### config.mk
export PLATFORM = sky130hd
export DESIGN_NAME = hazard_ctrl
export DESIGN_NICKNAME = d
export VERILOG_FILES = /design/src/rtl/hazard_ctrl.sv
export SDC_FILE = /design/constraint.sdc
export NUM_CORES = 1
export LEC_CHECK = 0
export CAP_MARGIN = 40
export CELL_PAD_IN_SITES_DETAIL_PLACEMENT = 1
export CELL_PAD_IN_SITES_GLOBAL_PLACEMENT = 2
export CORE_MARGIN = 2
export CORE_UTILIZATION = 27
export DETAILED_ROUTE_END_ITERATION = 10
export PLACE_DENSITY_LB_ADDON = 0.1
export SYNTH_ARGS = -nofsm -noshare
export SYNTH_HDL_FRONTEND = slang
export SYNTH_SLANG_ARGS = --single-unit
### constraint.sdc
create_clock -name clk -period 3.15 [get_ports clk]
set_input_delay 0.7875 -clock clk [delete_from_list [all_inputs] [get_ports clk]]
set_output_delay 0.7875 -clock clk [all_outputs]
set_load 0.02 [all_outputs]
### src/rtl/hazard_ctrl.sv
// Pipeline hazard controller: load-use stalls and taken-branch flushes at the ID/EX boundary,
// with saturating event counters for performance debug.

`ifndef ASIZE
`define ASIZE 5
`endif

module hazard_ctrl #(
    parameter int unsigned STALL_CYCLES = 1,
    parameter int unsigned CNT_W        = 16
) (
    input  logic              clk,
    input  logic              rst,
    input  logic [`ASIZE-1:0] id_rs1,
    input  logic [`ASIZE-1:0] id_rs2,
    input  logic              id_use_rs1,
    input  logic              id_use_rs2,
    input  logic              idex_memtoreg,
    input  logic              idex_writeenable,
    input  logic [`ASIZE-1:0] idex_waddr,
    input  logic              exe_branch_taken,
    input  logic              cnt_clr,
    output logic              pc_stall,
    output logic              ifid_stall,
    output logic              ifid_flush,
    output logic              idex_bubble,
    output logic              pc_redirect,
    output logic              busy,
    output logic [CNT_W-1:0]  stall_cnt,
    output logic [CNT_W-1:0]  flush_cnt
);

    typedef enum logic {
        StRun,
        StStall
    } state_e;

    state_e     state_q, state_d;
    logic [2:0] rem_q, rem_d;
    logic [CNT_W-1:0] stall_cnt_q, flush_cnt_q;

    logic hit;
    logic stall_inc;
    logic flush_inc;
    logic do_stall;
    logic do_flush;

    // Register 0 is hardwired, so a load targeting it never creates a dependency.
    assign hit = idex_memtoreg & idex_writeenable & (idex_waddr != '0) &
                 ((id_use_rs1 & (id_rs1 == idex_waddr)) |
                  (id_use_rs2 & (id_rs2 == idex_waddr)));

    always_comb begin
        state_d   = state_q;
        rem_d     = rem_q;
        do_stall  = 1'b0;
        do_flush  = 1'b0;
        unique case (state_q)
            StRun: begin
                if (exe_branch_taken) begin
                    do_flush = 1'b1;
                end else if (hit) begin
                    do_stall = 1'b1;
                    if (STALL_CYCLES > 1) begin
                        state_d = StStall;
                        rem_d   = 3'(STALL_CYCLES - 1);
                    end
                end
            end
            StStall: begin
                // A branch here means ID/EX was not a bubble; flush wins and the stall is dropped.
                if (exe_branch_taken) begin
                    do_flush = 1'b1;
                    state_d  = StRun;
                    rem_d    = '0;
                end else begin
                    do_stall = 1'b1;
                    rem_d    = rem_q - 3'd1;
                    if (rem_q == 3'd1) begin
                        state_d = StRun;
                    end
                end
            end
            default: begin
                state_d = StRun;
                rem_d   = '0;
            end
        endcase
    end

    always_comb begin
        pc_stall    = 1'b0;
        ifid_stall  = 1'b0;
        ifid_flush  = 1'b0;
        idex_bubble = 1'b0;
        pc_redirect = 1'b0;
        stall_inc   = 1'b0;
        flush_inc   = 1'b0;
        if (rst) begin
            pc_stall    = do_stall;
            ifid_stall  = do_stall;
            ifid_flush  = do_flush;
            idex_bubble = do_stall | do_flush;
            pc_redirect = do_flush;
            stall_inc   = do_stall;
            flush_inc   = do_flush;
        end
    end

    always_ff @(posedge clk) begin
        if (!rst) begin
            state_q <= StRun;
            rem_q   <= '0;
        end else begin
            state_q <= state_d;
            rem_q   <= rem_d;
        end
    end

    always_ff @(posedge clk) begin
        if (!rst || cnt_clr) begin
            stall_cnt_q <= '0;
            flush_cnt_q <= '0;
        end else begin
            if (stall_inc && (stall_cnt_q != '1)) begin
                stall_cnt_q <= stall_cnt_q + 1'b1;
            end
            if (flush_inc && (flush_cnt_q != '1)) begin
                flush_cnt_q <= flush_cnt_q + 1'b1;
            end
        end
    end

    assign busy      = rst & (state_q == StStall);
    assign stall_cnt = stall_cnt_q;
    assign flush_cnt = flush_cnt_q;

endmodule

# == Yosys cells after proc, flatten, opt, wreduce, memory -nomap -nowiden ==
# Index checks and enable logic that the tools add are counted.
# word_totals
register_bits,36
latchBits,0
ram_bits,0
mem_bits_ro,0
input_bits,23
out_inout_bits,38
wordCells,38
n_memories,0
# op_classes
n_addsub,3
n_mul,0
n_div,0
magnitude_cmp,0
n_eq_ne,5
shift,0
mux,10
bitwise,10
n_reduce_logical,6
# op_table
operator,n
$add 16x1->16 const B,2
$ne 16x16->1 const B,2
$eq 5x5->1,2
$mux 1,8
$and 1x1->1,6
$reduce_bool 5->1,1
$eq 3x1->1 const B,1
$mux 3,1
$reduce_or 3->1,1
$sub 3x1->3 const B,1
$logic_and 1x1->1,2
$not 1->1,2
$or 1x1->1,2
$pmux 1 s2,1
$logic_not 1->1,1
$logic_or 1x1->1,1

# == Longest topological paths before layout ==
# logic_depth
ltp_word,9
depth_mapped,8
ltp_nobuf,7

# == Worst setup path before layout ==
# No wires, ideal clock.
# synth_path
kind,input to output
start,in idex_waddr[0]
end,out pc_stall
t_arrival_ps,2111
required_ps,2362
path_slack_ps,251
path_stages,5
path_buffers,1
cell_sequence,or3_1 o311a_4 a21oi_2 nor2_1 buf_4
# synth_between
elab_chain_len,8
elab_cells_between_ends,12
classes_between,2 x eq/ne; 4 x mux; 5 x bitwise; 1 x reduce/logical
# synth_lines
item,line,source
"start, declared",20,"input logic [`ASIZE-1:0] idex_waddr,"
"$eq 5x5->1, on equally long branches","50, 51",
"$and 1x1->1, on equally long branches","50, 51",
$or 1x1->1,50,((id_use_rs1 & (id_rs1 == idex_waddr)) |
$and 1x1->1 (*),49,assign hit = idex_memtoreg & idex_writeenable & (idex_waddr != '0) &
$mux 1 (*),62,end else if (hit) begin
$mux 1 (*),60,if (exe_branch_taken) begin
$pmux 1 s2 (*),58,unique case (state_q)
$mux 1 (*),n/a,
"end, declared",23,"output logic pc_stall,"
# Every way passes the cells marked *; elsewhere a longest branch is shown, timed or not.

# == Final worst setup path ==
# layout_path
start,in idex_waddr[4]
end,out ifid_stall
# layout_between
elab_chain_len,8
elab_cells_between_ends,12
classes_between,2 x eq/ne; 4 x mux; 5 x bitwise; 1 x reduce/logical
# layout_lines
item,line,source
"$eq 5x5->1, on equally long branches","50, 51",
"$and 1x1->1, on equally long branches","50, 51",
$or 1x1->1,50,
$and 1x1->1 (*),49,
$mux 1 (*),62,
$mux 1 (*),60,
$pmux 1 s2 (*),58,
$mux 1 (*),99,if (rst) begin
"end, declared",24,"output logic ifid_stall,"
# Marked as above.

==> impl_metrics.json <==
{
  "status": "completed",
  "hold_viol_final": 0,
  "cp.required_ps": 2360,
  "synth_area_um2": 2020,
  "die_y_um": 90.5,
  "yosys.area.top_type_share": 0.357,
  "drv_cap": 0,
  "r2r.worst_path.cells": 7,
  "area_delta_synth_final_pct": 48.0,
  "p_leak_nw": 1.07,
  "clockBufferDepth": 2,
  "power-per-cell-area_nw_per_um2": 299,
  "period_share": 0.981,
  "cts_root_buf": "clkbuf_8",
  "via_count": 1956,
  "met2_usage": 0.225,
  "globalRouteOverflowTotal": 0,
  "synth-seq-cells": 36,
  "wl_per_cell_um": 13.5,
  "drive_above_1_share": 0.179,
  "worstSetupPathType": "input pin to output pin",
  "grt_pass1_wl_um": 9750,
  "drtPass1Iterations": 4,
  "postSynthCellCount": 232,
  "rr_startpoint": "stall_cnt[0]",
  "clk_latency_ps": 290,
  "yosys.cell_types.count": 46,
  "nNetsFinal": 344,
  "postLayoutCoreUtil": 0.412,
  "hp-start": "stall_cnt[10]",
  "rows": 31,
  "max_slew.worst_pin.slew_ps": 456,
  "setup_viol": 0,
  "busiest_layer": "met2",
  "syn_nets": 259,
  "dp.final_hpwl_um": 4480,
  "wl_um": 5610,
  "min_period_ps": 3090,
  "grt_use_met3": 0.0326,
  "cts_tree": "done",
  "end_kind": "output pin",
  "synth_top_area_cell": "dfxtp_1",
  "avgSynthCellArea_um2": 8.71,
  "die-area_um2": 8190,
  "cts.clk_slew.worst_paths_ps": 70,
  "fmax_ghz": 0.323,
  "min_to": "stall_cnt[10]",
  "drcViolationCount": 0,
  "crit_fanout": 3,
  "holdBufCountCts": 0,
  "final_common_cell": "clkdlybuf4s50_1",
  "viasPerCell": 4.69,
  "r2r-end": "stall_cnt[15]",
  "place.gp.congestion": 0.702,
  "p_total_w": 0.000893,
  "antenna_cells": 0,
  "crit_arrival_ps": 2300,
  "start_util": 0.279,
  "layout_setup_ws_ps": 58.6,
  "holdPathStages": 2,
  "drv_slew": 0,
  "dieWidth_um": 90.5,
  "dpl_worst_slack_ps": -533,
  "ys_seq_area_frac": 0.357,
  "fill_cells": 877,
  "final_cell_mix": "clkdlybuf4s50_1 (51), dfxtp_1 (36), buf_4 (28), nor2_1 (25), nand2_1 (19)",
  "multi_input_area_um2": 1240,
  "worstSetupStartpointType": "input pin",
  "grt_max_degree": 17,
  "grtUsageMet1": 0.203,
  "ios": 61,
  "slew_headroom": 0.696,
  "rrSetupSlack_ps": 1160,
  "clock-sinks": 36,
  "vdd_drop_max_v": 0.000160,
  "fp.coreArea_um2": 7250,
  "drt_iter0_drc": 44,
  "cts_buffers": 5,
  "fin_skew_ps": 5.24,
  "antenna_found_initial": 0,
  "htreeDepth": 2,
  "synthTopCellsByArea": "dfxtp_1 (36%), xor2_1 (6.5%), xnor2_1 (6.1%), nor2_1 (4.8%), nand4_1 (4.3%)",
  "postRouteAntennaNets": 0,
  "hold_path.class": "flip-flop to flip-flop",
  "seqCellArea_um2": 721,
  "grt_pass1_vias": 2003,
  "ys_warn_count": 0,
  "io_buffers": 60,
  "grt_use_total": 0.146
}
[timing repair]
item,4_1_cts,5_1_grt
setup endpoints to repair,3,5
pin swaps,2,1
resized for setup,24,3
setup buffers,0,2
[worst max path at each step]
stage | end | cells after the start | start
3_3_place_gp | idex_bubble | 6 | idex_waddr[1]
5_1_grt | idex_bubble | 7 | idex_waddr[4]
3_5_place_dp | idex_bubble | 6 | idex_waddr[1]
4_1_cts | ifid_flush | 5 | rst
6_report | ifid_stall | 7 | idex_waddr[4]
2_1_floorplan | pc_stall | 5 | idex_waddr[0]
[worst max-delay path: stages]
cell and delay, ps:
clkdlybuf4s50_1 530, xnor2_1 130, nand4_1 170, o22ai_2 250, a21oi_4 100, nor2_2 150, buf_4 170
[sequential cells by signal, summed over array words and instances (netlist names)]
name and count:
flush_cnt 16, rem_q 3, state_q 1, stall_cnt 16
[stage by stage]
step	instances	hold slack [ps]	cell area [µm²]	TNS (ps)
4_1_cts	415	514	2970	0
5_1_grt	417	536	2990	-58.2
3_5_place_dp	407	504	2880	-1490
3_3_place_gp	407	499	2880	-1490
2_1_floorplan	232	483	2020	0
6_report	417	507	2990	0
[Yosys cell counts, drive strengths merged]
cell type and n:
dfxtp 36, nor2 26, nand2 21, nand4 15, xor2 15, xnor2 14
a21oi 12, inv 9, o21ai 9, nand3 8, or3 8, and3 7
nor2b 5, nor3 5, nor4 5, buf 4, ha 4, mux2i 4
and2 3, clkbuf 3, nand2b 3, nor4b 2, or4 2, a2111oi 1
a31oi 1, and2b 1, and4 1, nor4bb 1, o21bai 1, o221a 1
o221ai 1, o22ai 1, o311a 1, o31ai 1, or2 1
[layout make-up]
| type | count | share of cell area |
|---|---|---|
| sequential | 36 | 0.241 |
| inverter | 9 | 0.0113 |
| timing repair buffer | 85 | 0.262 |
| clock inverter | 1 | 0.00293 |
| multi-input combinational | 180 | 0.415 |
| tap | 99 | 0.0414 |
| clock buffer | 7 | 0.0255 |
[layer usage]
layer	share of wire	vias up
met2	0.44	31
met4	0.013	0
met5	0	-
met1	0.51	930
met3	0.035	5
li1	-	990
[power breakdown]
| group | internal, W | switching (W) |
|---|---|---|
| registers | 0.000455 | 0.00000104 |
| logic | 0.0000604 | 0.0000445 |
| clock network | 0.000158 | 0.000173 |
| total | 0.000674 | 0.000219 |
[kinds of logic after synthesis]
logic type,count (synthesis),synth area share
muxes,4,0.0198
buffers and inverters,16,0.0378
adders and majority gates,4,0.0248
xor gates and xnor gates,29,0.126
and+or+nand+nor,114,0.326
DFF,36,0.357
AOI/OAI and AO/OA,29,0.110
(Power assumes the default switching activity.)
